`config.mk`:
```
export PLATFORM = sky130hd
export DESIGN_NAME = instr_decode_stage
export DESIGN_NICKNAME = d
export VERILOG_FILES = /design/src/rtl/instr_dec_pkg.sv /design/src/rtl/hazard_scoreboard.sv /design/src/rtl/instr_decode_stage.sv
export SDC_FILE = /design/constraint.sdc
export NUM_CORES = 1
export LEC_CHECK = 0
export CORE_ASPECT_RATIO = 0.7
export CORE_UTILIZATION = 35
export DETAILED_ROUTE_END_ITERATION = 10
export HOLD_SLACK_MARGIN = 0.1
export SYNTH_ARGS = -nofsm -noshare
export SYNTH_HDL_FRONTEND = slang
export SYNTH_HIERARCHICAL = 1
export SYNTH_SLANG_ARGS = --single-unit
```
`constraint.sdc`:
```
create_clock -name clk -period 2.76 [get_ports clk]
set_clock_uncertainty 0.1 [all_clocks]
set_input_delay 0.414 -clock clk [delete_from_list [all_inputs] [get_ports clk]]
set_output_delay 0.414 -clock clk [all_outputs]
set_load 0.005 [all_outputs]
```
`src/rtl/instr_dec_pkg.sv`:
```
// instr_dec_pkg
//   Shared definitions for the instruction decode stage: opcode encoding,
//   the zero-extended opcode type the helper functions operate on, and the
//   per-opcode classification functions (operand use, destination write,
//   defined-opcode test).
//   Opcodes are densely encoded from 0 to NUM_OPS-1. Any value at or above
//   NUM_OPS is undefined.
//   Optional feature macro used by the importing stage:
//   INSTR_DEC_ILLEGAL_TRAP_EN.
package instr_dec_pkg;

  localparam int unsigned OP_EXT_W = 8;
  localparam int unsigned NUM_OPS  = 16;

  typedef logic [OP_EXT_W-1:0] op_ext_t;

  typedef enum op_ext_t {
    OP_NOP        = 8'd0,
    OP_LOAD       = 8'd1,
    OP_MOV_ACC    = 8'd2,
    OP_FRAC_DELAY = 8'd3,
    OP_LOAD_ACC   = 8'd4,
    OP_SAVE_ACC   = 8'd5,
    OP_CLEAR_ACC  = 8'd6,
    OP_MOV_UACC   = 8'd7,
    OP_ADD        = 8'd8,
    OP_SUB        = 8'd9,
    OP_MUL        = 8'd10,
    OP_MADD       = 8'd11,
    OP_CLAMP      = 8'd12,
    OP_MACZ       = 8'd13,
    OP_MAC        = 8'd14,
    OP_LINTERP    = 8'd15
  } opcode_e;

  // Returns {c_needed, b_needed, a_needed}.
  function automatic logic [2:0] src_needed(input op_ext_t op);
    logic a_n;
    logic b_n;
    logic c_n;
    a_n = !(op inside {OP_NOP, OP_LOAD, OP_MOV_ACC, OP_FRAC_DELAY,
                       OP_LOAD_ACC, OP_SAVE_ACC, OP_CLEAR_ACC, OP_MOV_UACC});
    b_n = op inside {OP_ADD, OP_SUB, OP_MUL, OP_MADD, OP_CLAMP,
                     OP_MACZ, OP_MAC, OP_LINTERP};
    c_n = op inside {OP_MADD, OP_CLAMP, OP_MACZ, OP_MAC, OP_LINTERP};
    return {c_n, b_n, a_n};
  endfunction

  function automatic logic writes_dest(input op_ext_t op);
    return !(op inside {OP_NOP, OP_SAVE_ACC, OP_CLEAR_ACC});
  endfunction

  function automatic logic is_defined_op(input op_ext_t op);
    return op < op_ext_t'(NUM_OPS);
  endfunction

endpackage

```
`src/rtl/hazard_scoreboard.sv`:
```
// hazard_scoreboard
//   Tracks destinations of instructions in flight through a fixed-latency
//   execute pipeline. One {valid, addr} entry per cycle of latency; the
//   whole register shifts every cycle, so an entry falls off the end
//   HAZARD_DEPTH cycles after it was inserted.
// Ports:
//   clk, reset       clock, synchronous active-high reset (clears entries)
//   i_insert         load entry 0 valid this cycle (else entry 0 invalid)
//   i_insert_addr    destination address for the new entry
//   i_src_addr[3]    source addresses to compare (a, b, c)
//   i_src_check[3]   per-source enable for the comparison
//   o_match[3]       source matches any valid entry
module hazard_scoreboard #(
  parameter int unsigned HAZARD_DEPTH   = 3,
  parameter int unsigned REG_ADDR_WIDTH = 4
) (
  input  logic                           clk,
  input  logic                           reset,
  input  logic                           i_insert,
  input  logic [REG_ADDR_WIDTH-1:0]      i_insert_addr,
  input  logic [2:0][REG_ADDR_WIDTH-1:0] i_src_addr,
  input  logic [2:0]                     i_src_check,
  output logic [2:0]                     o_match
);

  logic [HAZARD_DEPTH-1:0]                     r_valid;
  logic [HAZARD_DEPTH-1:0][REG_ADDR_WIDTH-1:0] r_addr;

  always_ff @(posedge clk) begin
    if (reset) begin
      r_valid <= '0;
      r_addr  <= '0;
    end else begin
      for (int unsigned k = 1; k < HAZARD_DEPTH; k++) begin
        r_valid[k] <= r_valid[k-1];
        r_addr[k]  <= r_addr[k-1];
      end
      r_valid[0] <= i_insert;
      r_addr[0]  <= i_insert_addr;
    end
  end

  always_comb begin
    o_match = '0;
    for (int unsigned s = 0; s < 3; s++) begin
      for (int unsigned k = 0; k < HAZARD_DEPTH; k++) begin
        if (i_src_check[s] && r_valid[k] && (r_addr[k] == i_src_addr[s])) begin
          o_match[s] = 1'b1;
        end
      end
    end
  end

endmodule

```
`src/rtl/instr_decode_stage.sv`:
```
// instr_decode_stage
//   Pipelined instruction decoder. Accepts instruction words over a
//   valid/ready handshake, decodes format 0 and format 1 at parameterised
//   field widths, holds issue while a needed register source is still being
//   produced by the execute pipeline, and presents one registered decoded
//   bundle per cycle.
// Ports:
//   clk, reset             clock, synchronous active-high reset
//   in_instr/in_valid      instruction word and its valid
//   in_ready               stage takes in_instr this cycle
//   out_valid/out_ready    decoded bundle handshake to the execute unit
//   out_op .. out_res_addr decoded bundle fields
//   stall                  register hazard is holding issue this cycle
//   illegal                (INSTR_DEC_ILLEGAL_TRAP_EN only) bundle was
//                          illegal and has been replaced by NOP
// Optional feature macro: INSTR_DEC_ILLEGAL_TRAP_EN
module instr_decode_stage
  import instr_dec_pkg::*;
#(
  parameter int unsigned INSTR_WIDTH    = 32,
  parameter int unsigned OP_WIDTH       = 5,
  parameter int unsigned REG_ADDR_WIDTH = 4,
  parameter int unsigned SHIFT_WIDTH    = 5,
  parameter int unsigned RES_ADDR_WIDTH = 8,
  parameter int unsigned HAZARD_DEPTH   = 3
) (
  input  logic                      clk,
  input  logic                      reset,
  input  logic [INSTR_WIDTH-1:0]    in_instr,
  input  logic                      in_valid,
  output logic                      in_ready,
  output logic                      out_valid,
  input  logic                      out_ready,
  output logic [OP_WIDTH-1:0]       out_op,
  output logic [REG_ADDR_WIDTH-1:0] out_src_a,
  output logic [REG_ADDR_WIDTH-1:0] out_src_b,
  output logic [REG_ADDR_WIDTH-1:0] out_src_c,
  output logic                      out_src_a_reg,
  output logic                      out_src_b_reg,
  output logic                      out_src_c_reg,
  output logic                      out_src_a_needed,
  output logic                      out_src_b_needed,
  output logic                      out_src_c_needed,
  output logic [REG_ADDR_WIDTH-1:0] out_dest,
  output logic                      out_saturate,
  output logic [SHIFT_WIDTH-1:0]    out_shift,
  output logic                      out_no_shift,
  output logic [RES_ADDR_WIDTH-1:0] out_res_addr,
  output logic                      stall
`ifdef INSTR_DEC_ILLEGAL_TRAP_EN
  ,
  output logic                      illegal
`endif
);

  localparam int unsigned RA = REG_ADDR_WIDTH;

  // Field offsets, LSB first.
  localparam int unsigned OFF_OP   = 0;
  localparam int unsigned OFF_FMT  = OFF_OP + OP_WIDTH;
  localparam int unsigned OFF_A    = OFF_FMT + 1;
  localparam int unsigned OFF_B    = OFF_A + RA + 1;
  localparam int unsigned OFF_C    = OFF_B + RA + 1;
  localparam int unsigned OFF_D0   = OFF_C + RA + 1;
  localparam int unsigned OFF_SH   = OFF_D0 + RA;
  localparam int unsigned OFF_SATN = OFF_SH + SHIFT_WIDTH;
  localparam int unsigned OFF_D1   = OFF_C;
  localparam int unsigned OFF_RES  = OFF_D1 + RA;

`ifdef INSTR_DEC_ILLEGAL_TRAP_EN
  localparam logic [OP_WIDTH-1:0] NOP_OP = OP_WIDTH'(OP_NOP);
`endif

  typedef struct packed {
    logic [OP_WIDTH-1:0]       op;
    logic [RA-1:0]             src_a;
    logic [RA-1:0]             src_b;
    logic [RA-1:0]             src_c;
    logic                      src_a_reg;
    logic                      src_b_reg;
    logic                      src_c_reg;
    logic [2:0]                needed;     // {c, b, a}
    logic [RA-1:0]             dest;
    logic                      saturate;
    logic [SHIFT_WIDTH-1:0]    shift;
    logic                      no_shift;
    logic [RES_ADDR_WIDTH-1:0] res_addr;
    logic                      writes;
`ifdef INSTR_DEC_ILLEGAL_TRAP_EN
    logic                      illegal;
`endif
  } bundle_t;

  logic     w_fmt;
  bundle_t  w_dec;
  op_ext_t  w_op_ext;
`ifdef INSTR_DEC_ILLEGAL_TRAP_EN
  logic [2:0] w_needed_raw;
  logic       w_illegal;
`endif

  bundle_t  r_out;
  logic     r_out_valid;

  logic [2:0][RA-1:0] w_src;
  logic [2:0]         w_src_reg;
  logic [2:0]         w_chk;
  logic [2:0]         w_out_match;
  logic [2:0]         w_sb_match;
  logic               w_stall;
  logic               w_in_ready;
  logic               w_accept;
  logic               w_issue;

  // Decode of the word currently on in_instr.
  always_comb begin
    w_dec           = '0;
    w_fmt           = in_instr[OFF_FMT];
    w_dec.op        = in_instr[OFF_OP +: OP_WIDTH];
    w_dec.src_a     = in_instr[OFF_A +: RA];
    w_dec.src_a_reg = in_instr[OFF_A + RA];
    w_dec.src_b     = in_instr[OFF_B +: RA];
    w_dec.src_b_reg = in_instr[OFF_B + RA];
    w_dec.no_shift  = in_instr[INSTR_WIDTH-1];
    if (!w_fmt) begin
      w_dec.src_c     = in_instr[OFF_C +: RA];
      w_dec.src_c_reg = in_instr[OFF_C + RA];
      w_dec.dest      = in_instr[OFF_D0 +: RA];
      w_dec.shift     = in_instr[OFF_SH +: SHIFT_WIDTH];
      w_dec.saturate  = ~in_instr[OFF_SATN];
      w_dec.res_addr  = '0;
    end else begin
      w_dec.src_c     = '0;
      w_dec.src_c_reg = 1'b0;
      w_dec.dest      = in_instr[OFF_D1 +: RA];
      w_dec.shift     = '0;
      w_dec.saturate  = 1'b1;
      w_dec.res_addr  = in_instr[OFF_RES +: RES_ADDR_WIDTH];
    end
    w_op_ext = op_ext_t'(w_dec.op);
`ifdef INSTR_DEC_ILLEGAL_TRAP_EN
    // Classify on the raw opcode, then reclassify as NOP so an illegal word
    // neither stalls on its sources nor claims its destination.
    w_needed_raw = src_needed(w_op_ext);
    w_illegal    = !is_defined_op(w_op_ext) || (w_fmt && w_needed_raw[2]);
    if (w_illegal) begin
      w_dec.op = NOP_OP;
      w_op_ext = OP_NOP;
    end
    w_dec.illegal = w_illegal;
`endif
    w_dec.needed = src_needed(w_op_ext);
    w_dec.writes = writes_dest(w_op_ext);
  end

  // Hazard detection: only needed register sources are compared, against
  // the in-flight scoreboard and the bundle waiting in the output register.
  assign w_src     = {w_dec.src_c, w_dec.src_b, w_dec.src_a};
  assign w_src_reg = {w_dec.src_c_reg, w_dec.src_b_reg, w_dec.src_a_reg};
  assign w_chk     = w_dec.needed & w_src_reg;

  always_comb begin
    w_out_match = '0;
    for (int unsigned s = 0; s < 3; s++) begin
      w_out_match[s] = r_out_valid & r_out.writes & (w_src[s] == r_out.dest);
    end
  end

  assign w_stall    = in_valid & (|(w_chk & (w_sb_match | w_out_match)));
  assign w_in_ready = (~r_out_valid | out_ready) & ~w_stall;
  assign w_accept   = in_valid & w_in_ready;
  assign w_issue    = r_out_valid & out_ready & r_out.writes;

  hazard_scoreboard #(
    .HAZARD_DEPTH  (HAZARD_DEPTH),
    .REG_ADDR_WIDTH(RA)
  ) u_scoreboard (
    .clk          (clk),
    .reset        (reset),
    .i_insert     (w_issue),
    .i_insert_addr(r_out.dest),
    .i_src_addr   (w_src),
    .i_src_check  (w_chk),
    .o_match      (w_sb_match)
  );

  always_ff @(posedge clk) begin
    if (reset) begin
      r_out       <= '0;
      r_out_valid <= 1'b0;
    end else if (w_accept) begin
      r_out       <= w_dec;
      r_out_valid <= 1'b1;
    end else if (out_ready) begin
      r_out_valid <= 1'b0;
    end
  end

  assign in_ready         = w_in_ready;
  assign stall            = w_stall;
  assign out_valid        = r_out_valid;
  assign out_op           = r_out.op;
  assign out_src_a        = r_out.src_a;
  assign out_src_b        = r_out.src_b;
  assign out_src_c        = r_out.src_c;
  assign out_src_a_reg    = r_out.src_a_reg;
  assign out_src_b_reg    = r_out.src_b_reg;
  assign out_src_c_reg    = r_out.src_c_reg;
  assign out_src_a_needed = r_out.needed[0];
  assign out_src_b_needed = r_out.needed[1];
  assign out_src_c_needed = r_out.needed[2];
  assign out_dest         = r_out.dest;
  assign out_saturate     = r_out.saturate;
  assign out_shift        = r_out.shift;
  assign out_no_shift     = r_out.no_shift;
  assign out_res_addr     = r_out.res_addr;
`ifdef INSTR_DEC_ILLEGAL_TRAP_EN
  assign illegal          = r_out.illegal;
`endif

endmodule

```
==> impl_metrics.yaml <==
outcome:
  status: "complete, no violations"
sta:
  fin_crit_ps: 2700
  slew_headroom_pct: 52.9
  finalHoldViolCount: 0
  setup_viol: 0
  finalCritPeriodShare_pct: 98.0
  tns_ps: 0
  slew_violations: 0
  fmax_mhz: 370
  rsz0062_at_grt: "yes"
  worst_pin_slew_ps: 704
clocking:
  holdBufCountCts: 0
  clock_sinks: 59
  clockBufferDepth: 2
  insertion_delay_ps: 320
  numCtsBuffers: 9
  tritoncts: "done"
  ctsRootBufferMaster: "clkbuf_16"
  path_clk_slew_ps: 50
  h-tree-depth: 3
finish:
  final_area_um2: 4850
  diodes: 0
  largest_reg_flops: 12
  areaGrowthSynthToFinish_pct: 41.6
  drive_gt1_share_pct: 24.8
  top_register: "u_scoreboard/r_addr"
  nFillCells: 877
  final_core_util_pct: 52.2
  fin_nets: 511
route:
  wl_per_cell_um: 14.6
  vias_per_cell: 4.62
  drc: 0
  vias: 2789
  ant_nets: 0
  drtIter0Drc: 157
  dr.pass1.iters: 4
  drt_wl_total_mm: 8.80
flow_run:
  max_cap_viol_count: 0
die:
  rows: 29
  core_um2: 9290
  start_util_pct: 36.9
  die_y_um: 84.7
  die_w_um: 120
  num_io_pins: 81
  die_area_um2: 10200
placed_design:
  dp_hpwl_mm: 6.60
  placed_cell_area_um2: 4460
  port_buffers: 80
  gp_congestion: 0.780
global_routing:
  antenna_found_initial: 0
  grt_overflow: 0
  grt_pass1_vias: 2792
  grt_max_degree: 39
  grt_pass1_wl_mm: 14.3
  gr-usage-all-layers_pct: 18.2
setup_path:
  crit_type: "primary input to output pin"
  end_kind: "output pin"
  worst_setup_path_start_kind: "primary input"
  worstPathBufferInverterCount: 4
  critPathTopFamily: "simple AND/OR/NAND/NOR gates"
  crit_chain: "clkdlybuf4s15_1, nor2_1, and2b_2, buf_4, buf_4, a32o_1, a211oi_2, and2b_1, nor2_1, buf_2"
  crit_fanout: 4
  critical_path_arrival_ps: 2190
  cp.required_ps: 2250
  cp_slowest_cell: "a211oi_2"
  crit_path_max_incr_delay_ps: 290
synthesis:
  synth_edf_count: 0
  synthArstFlopShare_pct: 0
  synth.top_cell.area_share_pct: 34.5
  synth_area_leaders: "dfxtp_1 35%, mux2i_1 11%, nand2b_1 9.5%, xor2_1 8.7%, buf_4 8.1%"
  synth-seq-cells: 59
  synth.largest_area_cell: "dfxtp_1"
  ys_types: 42
  syn_area_um2: 3420
  synth_warnings: 6
  ys.flop_type: "dfxtp_1"
  netlist_instances: 372
  synth_fp_nets: 408
  syn_area_per_cell_um2: 9.20
  yosysSeqAreaShare_pct: 34.5
power_and_ir_drop:
  leakagePower_nw: 2.18
  p_total_mw: 2.40
  max-vdd-ir-drop_uv: 244
  powerDensity_nw_per_um2: 496
hold_path:
  hp-class: "flop to flop"
==> what timing repair did <==
item | CTS | global route
endpoints found under the setup margin | 30 | 2
gates resized for setup | 61 | 11
setup buffers | 7 | 1
pin swaps | 12 | 5
==> cell usage after synthesis (3+ instances only) <==
cell / instances
dfxtp_1: 59
nand2b_1: 52
mux2i_1: 38
buf_4: 37
xor2_1: 34
nor2b_1: 26
nand2_1: 17
nor2_1: 16
xnor2_1: 10
clkbuf_1: 9
nor3_1: 9
nand4_1: 8
mux2_4: 6
inv_1: 5
a21oi_1: 4
nand3b_1: 4
mux2_2: 3
nand3_1: 3
o21ai_0: 3
==> worst register-to-register path: stages, from the launching register on <==
cell and delay (ps):
dfxtp_2 360, xor2_1 170, nor3_1 80, nand4_1 90, nand3_1 110, a32oi_2 270, o2bb2ai_2 80, a211oi_2 240
buf_4 170, nand3b_1 110, buf_12 180, buf_12 180, mux2i_1 140
==> final cells by class <==
cell class	instances	area [um2]	area share, %
clock buffer	11	253	5.22
tap	124	155	3.20
clock inverter	5	27.5	0.568
timing repair buffer	143	1260	25.9
multi-input combinational	256	1940	40.1
inverter	6	22.5	0.465
sequential	59	1190	24.5
==> cell families (layout without fill, tap and decap cells) <==
kind of cell | Yosys count | in the layout | synth area share, %
xor+xnor | 44 | 44 | 11.3
simple gates | 147 | 147 | 24.8
compound gates | 18 | 18 | 3.87
mux | 47 | 47 | 14.7
buf+inv | 57 | 165 | 10.8
flops | 59 | 59 | 34.5
==> per-stage QoR <==
step | instances | setup slack, ps | hold slack, ps
finish | 604 | 55.6 | 373
global route | 604 | -56.4 | 398
CTS | 603 | 1.28 | 376
detailed placement | 580 | -775 | 367
global placement | 580 | -774 | 360
floorplan | 372 | 232 | 352
==> power breakdown <==
group          switching, mW  total [mW]  internal (mW)
Combinational          0.179       0.437          0.258
Clock                  0.384        1.03          0.648
Sequential            0.0365       0.934          0.897
==> final timing paths <==
kind	startpoint	endpoint	slack, ps	cells after the start
worst min register to register	out_res_addr[4]	out_res_addr[4]	370	2
worst max register to register	u_scoreboard/r_addr[0]	out_src_c[3]	370	12
worst max-delay path	in_instr[3]	in_ready	60	10
worst min-delay path	out_res_addr[4]	out_res_addr[4]	370	2
==> cell usage in the layout (no fill, tap or decap), types with 4 or more instances in the layout <==
| master | count |
|---|---|
| nor3_1 | 9 |
| nand3b_1 | 4 |
| clkinv_2 | 4 |
| buf_2 | 4 |
| xnor2_1 | 10 |
| mux2i_1 | 38 |
| nor2b_4 | 4 |
| buf_4 | 61 |
| nand2b_1 | 51 |
| inv_1 | 5 |
| nand2_1 | 17 |
| nor2b_1 | 22 |
| dlygate4sd2_1 | 9 |
| dfxtp_1 | 53 |
| clkbuf_16 | 9 |
| nand4_1 | 8 |
| clkdlybuf4s50_1 | 56 |
| dfxtp_2 | 6 |
| clkdlybuf4s15_1 | 5 |
| nor2_1 | 16 |
| xor2_1 | 34 |
| mux2_4 | 6 |
==> routing by layer <==
layer / GRT usage [%] / vias up / wire, um
met4: 5.34 / 0 / 46
li1: - / 1404 / -
met5: 0 / - / 0
met3: 4.69 / 5 / 506
met1: 26.8 / 1304 / 4620
met2: 25.8 / 76 / 3640
Power figures use the tool's default switching activity.
